## src/rtl/t05_hist_pkg.sv

```systemverilog
// Shared types and constants for the byte-histogram controller.
// Holds the FSM state enum, the end-of-file byte and the bin count.
package t05_hist_pkg;

    localparam int         T05_BINS     = 256;
    localparam logic [7:0] T05_EOF_BYTE = 8'h1A;

    typedef enum logic [2:0] {
        ST_IDLE,
        ST_CLEAR,
        ST_ACC,
        ST_ACC_WR,
        ST_RD_REQ,
        ST_RD_CAP,
        ST_RD_OUT,
        ST_DONE
    } hist_state_t;

endpackage

```

## src/rtl/t05_hist_ctrl_sat_inc.sv

```systemverilog
// Saturating incrementer: o_y = i_x + 1, held at all-ones.
// Ports: i_x (value in), o_y (incremented value out), width W.
module t05_sat_inc #(
    parameter int W = 8
) (
    input  logic [W-1:0] i_x,
    output logic [W-1:0] o_y
);

    assign o_y = (&i_x) ? i_x : i_x + {{(W-1){1'b0}}, 1'b1};

endmodule

```

## src/rtl/t05_hist_ctrl.sv

```systemverilog
// Byte-histogram sequencer: clears 256 bins, counts bytes until EOF_BYTE,
// then streams every bin out over valid/ready.
// Ports: clk, nrst (async active-low); start; in_valid/in_ready/in_data
// byte source; mem_en/mem_we/mem_addr/mem_wdata/mem_rdata single-port
// count memory (read data one cycle after the strobe); out_valid/
// out_ready/out_bin/out_count record stream; total, busy, done status.
// Option: define T05_HIST_SKIP_ZERO_EN to suppress zero-count bins.
module t05_hist_ctrl
    import t05_hist_pkg::*;
#(
    parameter int         BINS     = T05_BINS,
    parameter int         CNT_W    = 32,
    parameter logic [7:0] EOF_BYTE = T05_EOF_BYTE
) (
    input  logic             clk,
    input  logic             nrst,
    input  logic             start,
    input  logic             in_valid,
    input  logic [7:0]       in_data,
    output logic             in_ready,
    output logic             mem_en,
    output logic             mem_we,
    output logic [7:0]       mem_addr,
    output logic [CNT_W-1:0] mem_wdata,
    input  logic [CNT_W-1:0] mem_rdata,
    output logic             out_valid,
    input  logic             out_ready,
    output logic [7:0]       out_bin,
    output logic [CNT_W-1:0] out_count,
    output logic [CNT_W-1:0] total,
    output logic             busy,
    output logic             done
);

    localparam logic [7:0] LAST_BIN = 8'(BINS - 1);

    hist_state_t      r_state;
    hist_state_t      w_next;
    logic [7:0]       r_ptr;
    logic [7:0]       r_addr;
    logic [CNT_W-1:0] r_total;
    logic [CNT_W-1:0] r_count_q;
    logic [CNT_W-1:0] w_bin_inc;
    logic [CNT_W-1:0] w_total_inc;
    logic             w_last;
    logic             w_eof;

    assign w_last = (r_ptr == LAST_BIN);
    assign w_eof  = (in_data == EOF_BYTE);

    t05_sat_inc #(.W(CNT_W)) u_bin_inc (
        .i_x (mem_rdata),
        .o_y (w_bin_inc)
    );

    t05_sat_inc #(.W(CNT_W)) u_total_inc (
        .i_x (r_total),
        .o_y (w_total_inc)
    );

    always_ff @(posedge clk or negedge nrst) begin
        if (!nrst) begin
            r_state <= ST_IDLE;
        end else begin
            r_state <= w_next;
        end
    end

    always_comb begin
        w_next = r_state;
        unique case (r_state)
            ST_IDLE: begin
                if (start) w_next = ST_CLEAR;
            end
            ST_CLEAR: begin
                if (w_last) w_next = ST_ACC;
            end
            ST_ACC: begin
                if (in_valid) w_next = w_eof ? ST_RD_REQ : ST_ACC_WR;
            end
            ST_ACC_WR: w_next = ST_ACC;
            ST_RD_REQ: w_next = ST_RD_CAP;
            ST_RD_CAP: begin
`ifdef T05_HIST_SKIP_ZERO_EN
                if (mem_rdata == '0) begin
                    w_next = w_last ? ST_DONE : ST_RD_REQ;
                end else begin
                    w_next = ST_RD_OUT;
                end
`else
                w_next = ST_RD_OUT;
`endif
            end
            ST_RD_OUT: begin
                if (out_ready) w_next = w_last ? ST_DONE : ST_RD_REQ;
            end
            ST_DONE: w_next = ST_IDLE;
            default: w_next = ST_IDLE;
        endcase
    end

    always_comb begin
        in_ready  = 1'b0;
        mem_en    = 1'b0;
        mem_we    = 1'b0;
        mem_addr  = 8'd0;
        mem_wdata = '0;
        out_valid = 1'b0;
        out_bin   = 8'd0;
        out_count = '0;
        done      = 1'b0;
        unique case (r_state)
            ST_CLEAR: begin
                mem_en   = 1'b1;
                mem_we   = 1'b1;
                mem_addr = r_ptr;
            end
            ST_ACC: begin
                in_ready = 1'b1;
                // EOF is consumed without touching memory.
                if (in_valid && !w_eof) begin
                    mem_en   = 1'b1;
                    mem_addr = in_data;
                end
            end
            ST_ACC_WR: begin
                mem_en    = 1'b1;
                mem_we    = 1'b1;
                mem_addr  = r_addr;
                mem_wdata = w_bin_inc;
            end
            ST_RD_REQ: begin
                mem_en   = 1'b1;
                mem_addr = r_ptr;
            end
            ST_RD_OUT: begin
                out_valid = 1'b1;
                out_bin   = r_ptr;
                out_count = r_count_q;
            end
            ST_DONE: done = 1'b1;
            default: ;
        endcase
    end

    always_ff @(posedge clk or negedge nrst) begin
        if (!nrst) begin
            r_ptr     <= 8'd0;
            r_addr    <= 8'd0;
            r_total   <= '0;
            r_count_q <= '0;
        end else begin
            unique case (r_state)
                ST_IDLE: begin
                    if (start) begin
                        r_total <= '0;
                        r_ptr   <= 8'd0;
                    end
                end
                // Wraps back to 0 after the last bin is cleared.
                ST_CLEAR: r_ptr <= r_ptr + 8'd1;
                ST_ACC: begin
                    if (in_valid) begin
                        if (w_eof) r_ptr  <= 8'd0;
                        else       r_addr <= in_data;
                    end
                end
                ST_ACC_WR: r_total <= w_total_inc;
                ST_RD_CAP: begin
                    r_count_q <= mem_rdata;
`ifdef T05_HIST_SKIP_ZERO_EN
                    if (mem_rdata == '0 && !w_last) r_ptr <= r_ptr + 8'd1;
`endif
                end
                ST_RD_OUT: begin
                    if (out_ready && !w_last) r_ptr <= r_ptr + 8'd1;
                end
                default: ;
            endcase
        end
    end

    assign total = r_total;
    assign busy  = (r_state != ST_IDLE);

endmodule

```

## config.mk

```make
export PLATFORM = sky130hd
export DESIGN_NAME = t05_hist_ctrl
export DESIGN_NICKNAME = d
export VERILOG_FILES = /design/src/rtl/t05_hist_pkg.sv /design/src/rtl/t05_hist_ctrl_sat_inc.sv /design/src/rtl/t05_hist_ctrl.sv
export SDC_FILE = /design/constraint.sdc
export NUM_CORES = 1
export LEC_CHECK = 0
export CAP_MARGIN = 40
export CORE_MARGIN = 2
export CORE_UTILIZATION = 35
export DETAILED_ROUTE_END_ITERATION = 8
export PLACE_DENSITY_LB_ADDON = 0.1
export SYNTH_ARGS = -nofsm -noshare
export SYNTH_HDL_FRONTEND = slang
export SYNTH_SLANG_ARGS = --single-unit
```

## constraint.sdc

```tcl
create_clock -name clk -period 3.4 [get_ports clk]
set_input_delay 0.51 -clock clk [delete_from_list [all_inputs] [get_ports clk]]
set_output_delay 0.51 -clock clk [all_outputs]
set_load 0.01 [all_outputs]
```

==> results of run 1 <==
## synthesized netlist by cell type, drive strengths merged (2+ instances only)
cell,count
xnor2,6
a31oi,18
mux2,27
nand3b,2
dfrtp,83
o41ai,2
o21ai,45
a22oi,4
and4,8
mux2i,6
inv,15
and3,20
o22ai,2
a221o,6
ha,3
nor2,24
nand2b,5
nand3,39
or3,28
nand2,61
nand4,23
or2,7
o211ai,4
clkbuf,19
a211oi,2
buf,16
or4,11
a21o,12
o31ai,6
a211o,8
nor4,5
a21oi,32
o21a,4
and2,44
nor3,18
## through the flow
stage | hold slack, ns | TNS (ns) | instance area [um2]
after floorplan | 0.214 | 0 | 5440
after global placement | 0.460 | -4.05 | 7700
after detailed placement | 0.469 | -4.63 | 7700
after CTS | 0.197 | 0 | 8020
after global routing | 0.233 | -0.108 | 8090
final | 0.177 | 0 | 8090
## final timing paths
kind | endpoint | slack (ns) | start
setup reg to reg | total[8] | 0.52 | total[0]
max in group asynchronous | total[22] | 2.50 | nrst
setup / recovery | mem_wdata[30] | 0.02 | mem_rdata[1]
min in group clk | r_count_q[31] | 0.48 | r_count_q[31]
hold reg to reg | r_count_q[31] | 0.48 | r_count_q[31]
hold / removal | r_count_q[2] | 0.18 | nrst
## flip-flops by register name (all words and copies together), names as in the netlist
register and flops:
total 32, r_count_q 32, r_addr 8, r_state 3
r_ptr 8
## per-layer routing
layer,vias to the layer above,GRT usage
met1,2760,0.284
met5,-,0
li1,2787,-
met2,175,0.349
met4,0,0.0761
met3,23,0.0378
## layout by cell type (no fill, tap or decap), types with 15 or more instances in the layout
cell / Yosys / layout
nand4_1: 22 / 22
a21oi_1: 32 / 31
inv_1: 15 / 15
nor2_1: 24 / 22
and2_1: 44 / 44
a31oi_1: 18 / 17
mux2_2: 27 / 27
clkdlybuf4s50_1: 0 / 129
nand2_1: 61 / 61
and3_1: 20 / 18
nor3_1: 18 / 18
or3_1: 27 / 27
dfrtp_1: 83 / 83
nand3_1: 36 / 35
buf_4: 1 / 78
dlygate4sd2_1: 0 / 18
o21ai_0: 45 / 45
## report_power, final
part           internal (uW)  leakage [uW]  switching, uW
clock                    575      0.000150            433
combinational            826       0.00239            889
sequential              1330       0.00105            281
total                   2730       0.00358           1600
## cell families (layout without fill, tap and decap cells)
group,after synthesis,count (layout)
simple gates,300,300
xor+xnor,7,7
buf+inv,50,273
compound gates,154,154
mux,33,33
fa+ha+maj,3,3
flops,83,83
## area by class of cell
class	instances	area, um2	area share
multi-input cells	497	3200	0.395
repair buffers	242	2220	0.275
flip-flops and latches	83	2080	0.257
well taps	188	235	0.0291
clock buffers	9	225	0.0279
clock inverters	7	75.1	0.00929
inverters	15	56.3	0.00696
## repair_timing
action                     4_1_cts  5_1_grt
hold endpoints to repair         0        0
setup buffers                    3        4
gates resized for setup         36       21
setup endpoints to repair       25       19
pin swaps                        5        5
==> results.toml, run 1 <==
[power]
power.static_leakage_uw = 0.00358
power.density_mw_per_mm2 = 536
power_uw = 4330
peakVddDrop_v = 0.000339

[synthesis]
syn_inst = 630
synth_enable_flop_cells = 0
synth_top_family_by_area = "simple AND/OR/NAND/NOR gates"
post_synth_instance_area_mm2 = 0.00544
post-synth-top-area-cell = "dfrtp_1"
postSynthRegisterBits = 83
syn-num-nets = 678
synth-warning-count = 0
synthArstFlopShare = 1.00
synth-simple-area-share = 0.312
post_synth_num_cell_types = 64
post_synthesis_compound_gate_area_fraction = 0.182
synth-seq-area-share = 0.382
post_synthesis_mux_area_share = 0.0669
syn_area_per_cell_um2 = 8.64
synth_top_flop_cell = "dfrtp_1"
synth_adder_area_share = 0.00690
synth-xor-area-share = 0.0113
synth_area_leaders = "dfrtp_1, mux2_2, and2_1, nand2_1, o21ai_0"
synth_largest_type_area_fraction = 0.382

[clocking]
tritoncts_buffer_count = 9
clockBufferDepth = 2
clk_root_buffer_cell = "clkbuf_16"
cts_max_level = 3
path_clk_slew_ns = 0.06
cts_tree = "done"
cts.hold.buffers_added = 0
cts_num_sinks = 83
insertion_delay_ns = 0.35

[routing]
route.detailed.wl_per_inst_um = 16.8
route.layer.met1.wl_um = 8040
detailroute.wirelength.met2_um = 8180
first_pass_drt_iterations = 5
route.vias.total = 5745
drt_iter0_drc = 358
routed_wirelength_um = 17500
via_density_per_instance = 5.52
post-route-drc-count = 0
antenna_violating_nets_post_route = 0
dr.max_layer_used = "met4"
met3RoutedLength_um = 915

[global_route]
antenna_found_initial = 0
global_route_wire_length_before_repair_um = 28400
grt_use_total = 0.213
first_global_vias = 5680
pin_count_of_the_biggest_net_entering_global_routing = 50
globalRouteOverflowTotal = 0

[placement]
place_inst = 1018
preCtsSetupSlack_ns = -0.355
dp_hpwl_um = 12800
finalWeightedCongestion = 0.840
port-buffer-count = 162

[setup_path]
worstPathRequired_ns = 2.89
worst_path_dominant_cell_family = "simple AND/OR/NAND/NOR gates"
crit_path_end_kind = "primary output"
cp_slowest_stage_delay_ns = 0.51
start_kind = "input pin"
critPathBufInv = 2
worstSetupPathDepth = 8
criticalPathCategory = "input pin to primary output"
reg2regPathDepth = 6
critPathArrivalTime_ns = 2.87
crit_path_max_fanout = 6
crit_slowest_cell = "clkdlybuf4s50_1"
crit_path_cell_trace = "clkdlybuf4s50_1 > ha_2 > and3_4 > nand3_2 > or4_4 > or3_1 > a21oi_1 > dlygate4sd2_1"

[timing]
fin_crit_sh = 0.994
period_needed_ns = 3.38
maxSlewHeadroom = 0.498
final-setup-viol-count = 0
maxClockFrequency_ghz = 0.296
rsz0062_at_grt = "true"
final_max_slew_viol_count = 0
largest_clock_skew_in_the_final_design_ns = 0.00963
finalHoldViolations = 0
layout_setup_ws_ns = 0.0202
worst_pin_slew_ns = 0.746

[floorplanning]
initial_utilization = 0.358
die_w_um = 129
io_pins = 163
die_height_um = 129
floorplan.rows = 45
placeableCoreArea_mm2 = 0.0152
fp.dieArea_mm2 = 0.0166

[final_layout]
flow.area_growth_from_synthesis_pct = 48.6
nFillCells = 1441
finalNetCount = 896
layout.core_utilization = 0.532
fin_cells = 1041
n_antenna_cell = 0
drive_gt1_frac = 0.184

[worst_hold_path]
min_path_type = "input pin to async pin"

[job]
max_capacitance_violation_count = 0

[run_status]
status = "finished clean"
Power figures use the tool's default switching activity.
==> run 2, diff against run 1 <==
Settings changed: CTS_BUF_LIST set to sky130_fd_sc_hd__clkbuf_4.
==> run 2 against run 1 <==
Sequential cell count unchanged; worst hold slack worse by 0.13 ns; maximum frequency up 0.61%; critical path type unchanged; largest cell class unchanged.
==> results.toml, run 2 (synthesized netlist as in run 1, its figures left out) <==
[run_status]
status = "finished clean"

[clocking]
insertion_delay_ns = 0.48
cts.hold.buffers_added = 0
clk_root_buffer_cell = "clkbuf_4"
cts_tree = "done"
cts_num_sinks = 83
clockBufferDepth = 2
tritoncts_buffer_count = 9
path_clk_slew_ns = 0.14
cts_max_level = 3

[routing]
route.detailed.wl_per_inst_um = 16.8
antenna_violating_nets_post_route = 0
first_pass_drt_iterations = 5
route.vias.total = 5763
routed_wirelength_um = 17500
post-route-drc-count = 0
via_density_per_instance = 5.53
drt_iter0_drc = 394

[placement]
dp_hpwl_um = 12800
port-buffer-count = 162
finalWeightedCongestion = 0.840
dpl_cell_area_mm2 = 0.00770

[global_route]
globalRouteMet1Util = 0.285
globalRouteOverflowTotal = 0
top_usage_layer = "met2"
global_route_wire_length_before_repair_um = 28400
gr-usage-met3 = 0.0353
first_global_vias = 5666
gr-usage-met2 = 0.349
antenna_found_initial = 1
pin_count_of_the_biggest_net_entering_global_routing = 50
grt_use_total = 0.214

[final_layout]
finalNetCount = 896
postLayoutCellArea_mm2 = 0.00793
drive_gt1_frac = 0.185
nFillCells = 1465
flow.area_growth_from_synthesis_pct = 45.7
mostFrequentLayoutCells = "clkdlybuf4s50_1, dfrtp_1, buf_4"
mostFrequentLayoutCell = "clkdlybuf4s50_1"

[timing]
period_needed_ns = 3.36
final_max_slew_viol_count = 0
maxClockFrequency_ghz = 0.298
final-setup-viol-count = 0
setup-tns-final_ns = 0
hold_slack_ns = 0.0425
fin_crit_sh = 0.988
finalHoldViolations = 0
maxSlewHeadroom = 0.496
largest_clock_skew_in_the_final_design_ns = 0.0175
worst_pin_slew_ns = 0.750
rsz0062_at_grt = "true"

[setup_path]
critPathArrivalTime_ns = 2.85
crit_path_end_kind = "primary output"
start_kind = "input pin"
worstPathRequired_ns = 2.89
crit_path_max_fanout = 5
criticalPathCategory = "input pin to primary output"

[power]
sw_frac_of_total = 0.396
net-switching-power_uw = 1560
clock_power_share = 0.157
power.density_mw_per_mm2 = 496
power.static_leakage_uw = 0.00353
power_uw = 3940
power.share.combinational = 0.435
intPower_uw = 2380
share_seq_of_total_power = 0.408
peakVddDrop_v = 0.000374

[floorplanning]
die_height_um = 129
io_pins = 163
fp.dieArea_mm2 = 0.0166
placeableCoreArea_mm2 = 0.0152
initial_utilization = 0.358
floorplan.rows = 45
die_w_um = 129

[worst_hold_path]
min_path_type = "input pin to async pin"

[job]
max_capacitance_violation_count = 0
## run 2: worst paths after layout
kind                                     from            end  slack (ns)  cells after the start
worst min-delay path                     nrst   r_count_q[5]        0.04                      1
max in group asynchronous                nrst      total[22]        2.64                      2
worst max register to register       total[0]       total[8]        0.49                      6
worst max-delay path             mem_rdata[0]  mem_wdata[23]        0.04                     10
worst min register to register  r_count_q[31]  r_count_q[31]        0.49                      2
min in group clk                mem_rdata[27]  r_count_q[27]        0.43                      2
## run 2: power groups by stage
stage	Sequential, uW	Clock (uW)	Combinational, uW
finish	1610	619	1710
global route	1660	684	1880
CTS	1610	646	1730
detailed placement	1630	0	1760
global placement	1610	0	1740
floorplan	1570	0	947
## run 2: per-stage QoR
| stage | utilization | worst slack (ns) | cells |
|---|---|---|---|
| floorplan | - | 0.789 | 630 |
| global placement | 0.507 | -0.339 | 1018 |
| detailed placement | 0.507 | -0.355 | 1018 |
| CTS | 0.517 | 0.0112 | 1037 |
| global route | 0.522 | -0.0357 | 1042 |
| finish | 0.522 | 0.0408 | 1042 |
## run 2: critical path, cell delays in order
cell and delay (ns):
clkdlybuf4s50_1 0.50, buf_4 0.15, and4_4 0.25, nand2_1 0.06
a2111o_1 0.43, buf_4 0.16, buf_4 0.14, or4_1 0.41
nand2_1 0.10, buf_2 0.13
## run 2: final cells by class
type | count | area, um2 | share of cell area
well taps | 188 | 235 | 0.0297
clock buffers | 9 | 67.6 | 0.00852
diodes | 1 | 2.50 | 0.000315
clock inverters | 7 | 75.1 | 0.00946
flip-flops and latches | 83 | 2080 | 0.262
inverters | 15 | 56.3 | 0.00710
multi-input cells | 497 | 3200 | 0.404
repair buffers | 242 | 2220 | 0.279
## run 2: per-layer routing
layer  share of wire  vias to the layer above
met3           0.060                       21
met4           0.018                        0
met5               0                        -
met1            0.45                     2758
met2            0.47                      188
li1                -                     2796
## run 2: timing repair
item | CTS | global route
endpoints found under the setup margin | 25 | 21
gates resized for setup | 36 | 23
buffers inserted | 3 | 4
pin swaps | 5 | 5
==> run 3, diff against run 2 <==
Settings changed: SKIP_CTS_REPAIR_TIMING set to 1.
==> run 3 against run 2 <==
Count of clock-buffer cells in the layout stayed put; die area stayed put; non-clock buffer count is 2 higher.
==> results.toml, run 3 (synthesized netlist as in run 1, its figures left out) <==
[timing]
final_max_slew_viol_count = 0
hold_slack_ns = 0.0412
period_needed_ns = 3.33
final-setup-viol-count = 0
maxSlewHeadroom = 0.496
setup-tns-final_ns = 0
fin_crit_sh = 0.978
largest_clock_skew_in_the_final_design_ns = 0.0202
finalHoldViolations = 0
worst_pin_slew_ns = 0.749
maxClockFrequency_ghz = 0.301

[clocking]
cts_num_sinks = 83
tritoncts_buffer_count = 9
clockBufferDepth = 2
insertion_delay_ns = 0.48
cts_max_level = 3
clk_root_buffer_cell = "clkbuf_4"
path_clk_slew_ns = 0.14
cts_tree = "done"

[power]
power.density_mw_per_mm2 = 492
power.static_leakage_uw = 0.00388
peakVddDrop_v = 0.000375

[setup_path]
worst_path_dominant_cell_family = "simple AND/OR/NAND/NOR gates"
criticalPathCategory = "input pin to primary output"
crit_path_cell_trace = "clkdlybuf4s50_1 > ha_2 > and3_4 > and3_1 > nand4b_1 > buf_4 > or3_2 > a21oi_1 > clkbuf_2"
start_kind = "input pin"
crit_path_max_fanout = 4
cp_slowest_stage_delay_ns = 0.50
worstPathRequired_ns = 2.89
crit_slowest_cell = "clkdlybuf4s50_1"
crit_path_end_kind = "primary output"
critPathBufInv = 3
critPathArrivalTime_ns = 2.82

[global_route]
globalRouteOverflowTotal = 0
first_global_vias = 5657
antenna_found_initial = 1
pin_count_of_the_biggest_net_entering_global_routing = 50
global_route_wire_length_before_repair_um = 28300
grt_use_total = 0.213

[floorplanning]
initial_utilization = 0.358
die_height_um = 129
io_pins = 163
placeableCoreArea_mm2 = 0.0152
fp.dieArea_mm2 = 0.0166
floorplan.rows = 45
die_w_um = 129

[worst_hold_path]
min_path_type = "input pin to async pin"

[routing]
via_density_per_instance = 5.53
post-route-drc-count = 0
route.vias.total = 5771
drt_iter0_drc = 375
antenna_violating_nets_post_route = 0
routed_wirelength_um = 17700
first_pass_drt_iterations = 5
route.detailed.wl_per_inst_um = 16.9

[final_layout]
mostFrequentLayoutCells = "clkdlybuf4s50_1, dfrtp_1, buf_4"
mostFrequentLayoutCell = "clkdlybuf4s50_1"
drive_gt1_frac = 0.188
flow.area_growth_from_synthesis_pct = 48.3
finalNetCount = 898
nFillCells = 1442

[placement]
finalWeightedCongestion = 0.840
dp_hpwl_um = 12800
port-buffer-count = 162

[run_status]
status = "finished clean"

[job]
max_capacitance_violation_count = 0
## run 3: cell types whose count changed in the layout (fill, tap and decap cells not counted), moves of 2 or more
cell and delta:
clkdlybuf4s15_1 -3, clkdlybuf4s50_1 -7, buf_6 +2, dlygate4sd2_1 -16, dlymetal6s2s_1 +27
## run 3: final timing paths
kind	start	endpoint	slack, ns	cells past startpoint
min in group clk	mem_rdata[27]	r_count_q[27]	0.42	2
setup reg to reg	total[0]	total[8]	0.47	6
hold reg to reg	r_count_q[31]	r_count_q[31]	0.49	2
setup / recovery	mem_rdata[0]	mem_wdata[20]	0.07	9
max in group asynchronous	nrst	total[22]	2.65	2
hold / removal	nrst	r_count_q[5]	0.04	1
## run 3: power breakdown
part / switching, uW / leakage [uW] / internal (uW) / total [uW]
Sequential: 282 / 0.00105 / 1320 / 1610
Clock: 391 / 0.0000807 / 229 / 621
Combinational: 894 / 0.00275 / 849 / 1740
## run 3: layout make-up
cell class | count | area, um2 | share of cell area
well taps | 188 | 235 | 0.0291
flip-flops and latches | 83 | 2080 | 0.257
multi-input cells | 497 | 3220 | 0.399
repair buffers | 244 | 2330 | 0.289
clock buffers | 9 | 67.6 | 0.00837
diodes | 1 | 2.50 | 0.000310
clock inverters | 7 | 75.1 | 0.00930
inverters | 15 | 56.3 | 0.00698
## run 3: worst reg2reg max path, stage by stage, from the launching register on
cell	delay [ns]
dfrtp_1	0.48
ha_1	0.23
nand4_1	0.23
nor4_2	0.66
a31o_2	0.64
nand2_1	0.35
a31oi_1	0.26
## run 3: metrics by stage
step	instance area [um2]	worst slack, ns	total power, uW	util	instances
floorplan	5440	0.789	2520	-	630
global placement	7700	-0.339	3350	0.507	1018
detailed placement	7700	-0.355	3390	0.507	1018
CTS	7850	-0.377	4020	0.516	1034
global route	8070	-0.0236	4260	0.531	1044
finish	8070	0.0731	3970	0.531	1044
## run 3: per-layer routing
metal	global-route usage	wire, um
met5	0	0
met4	0.0850	351
met3	0.0353	945
met2	0.346	8250
met1	0.284	8120
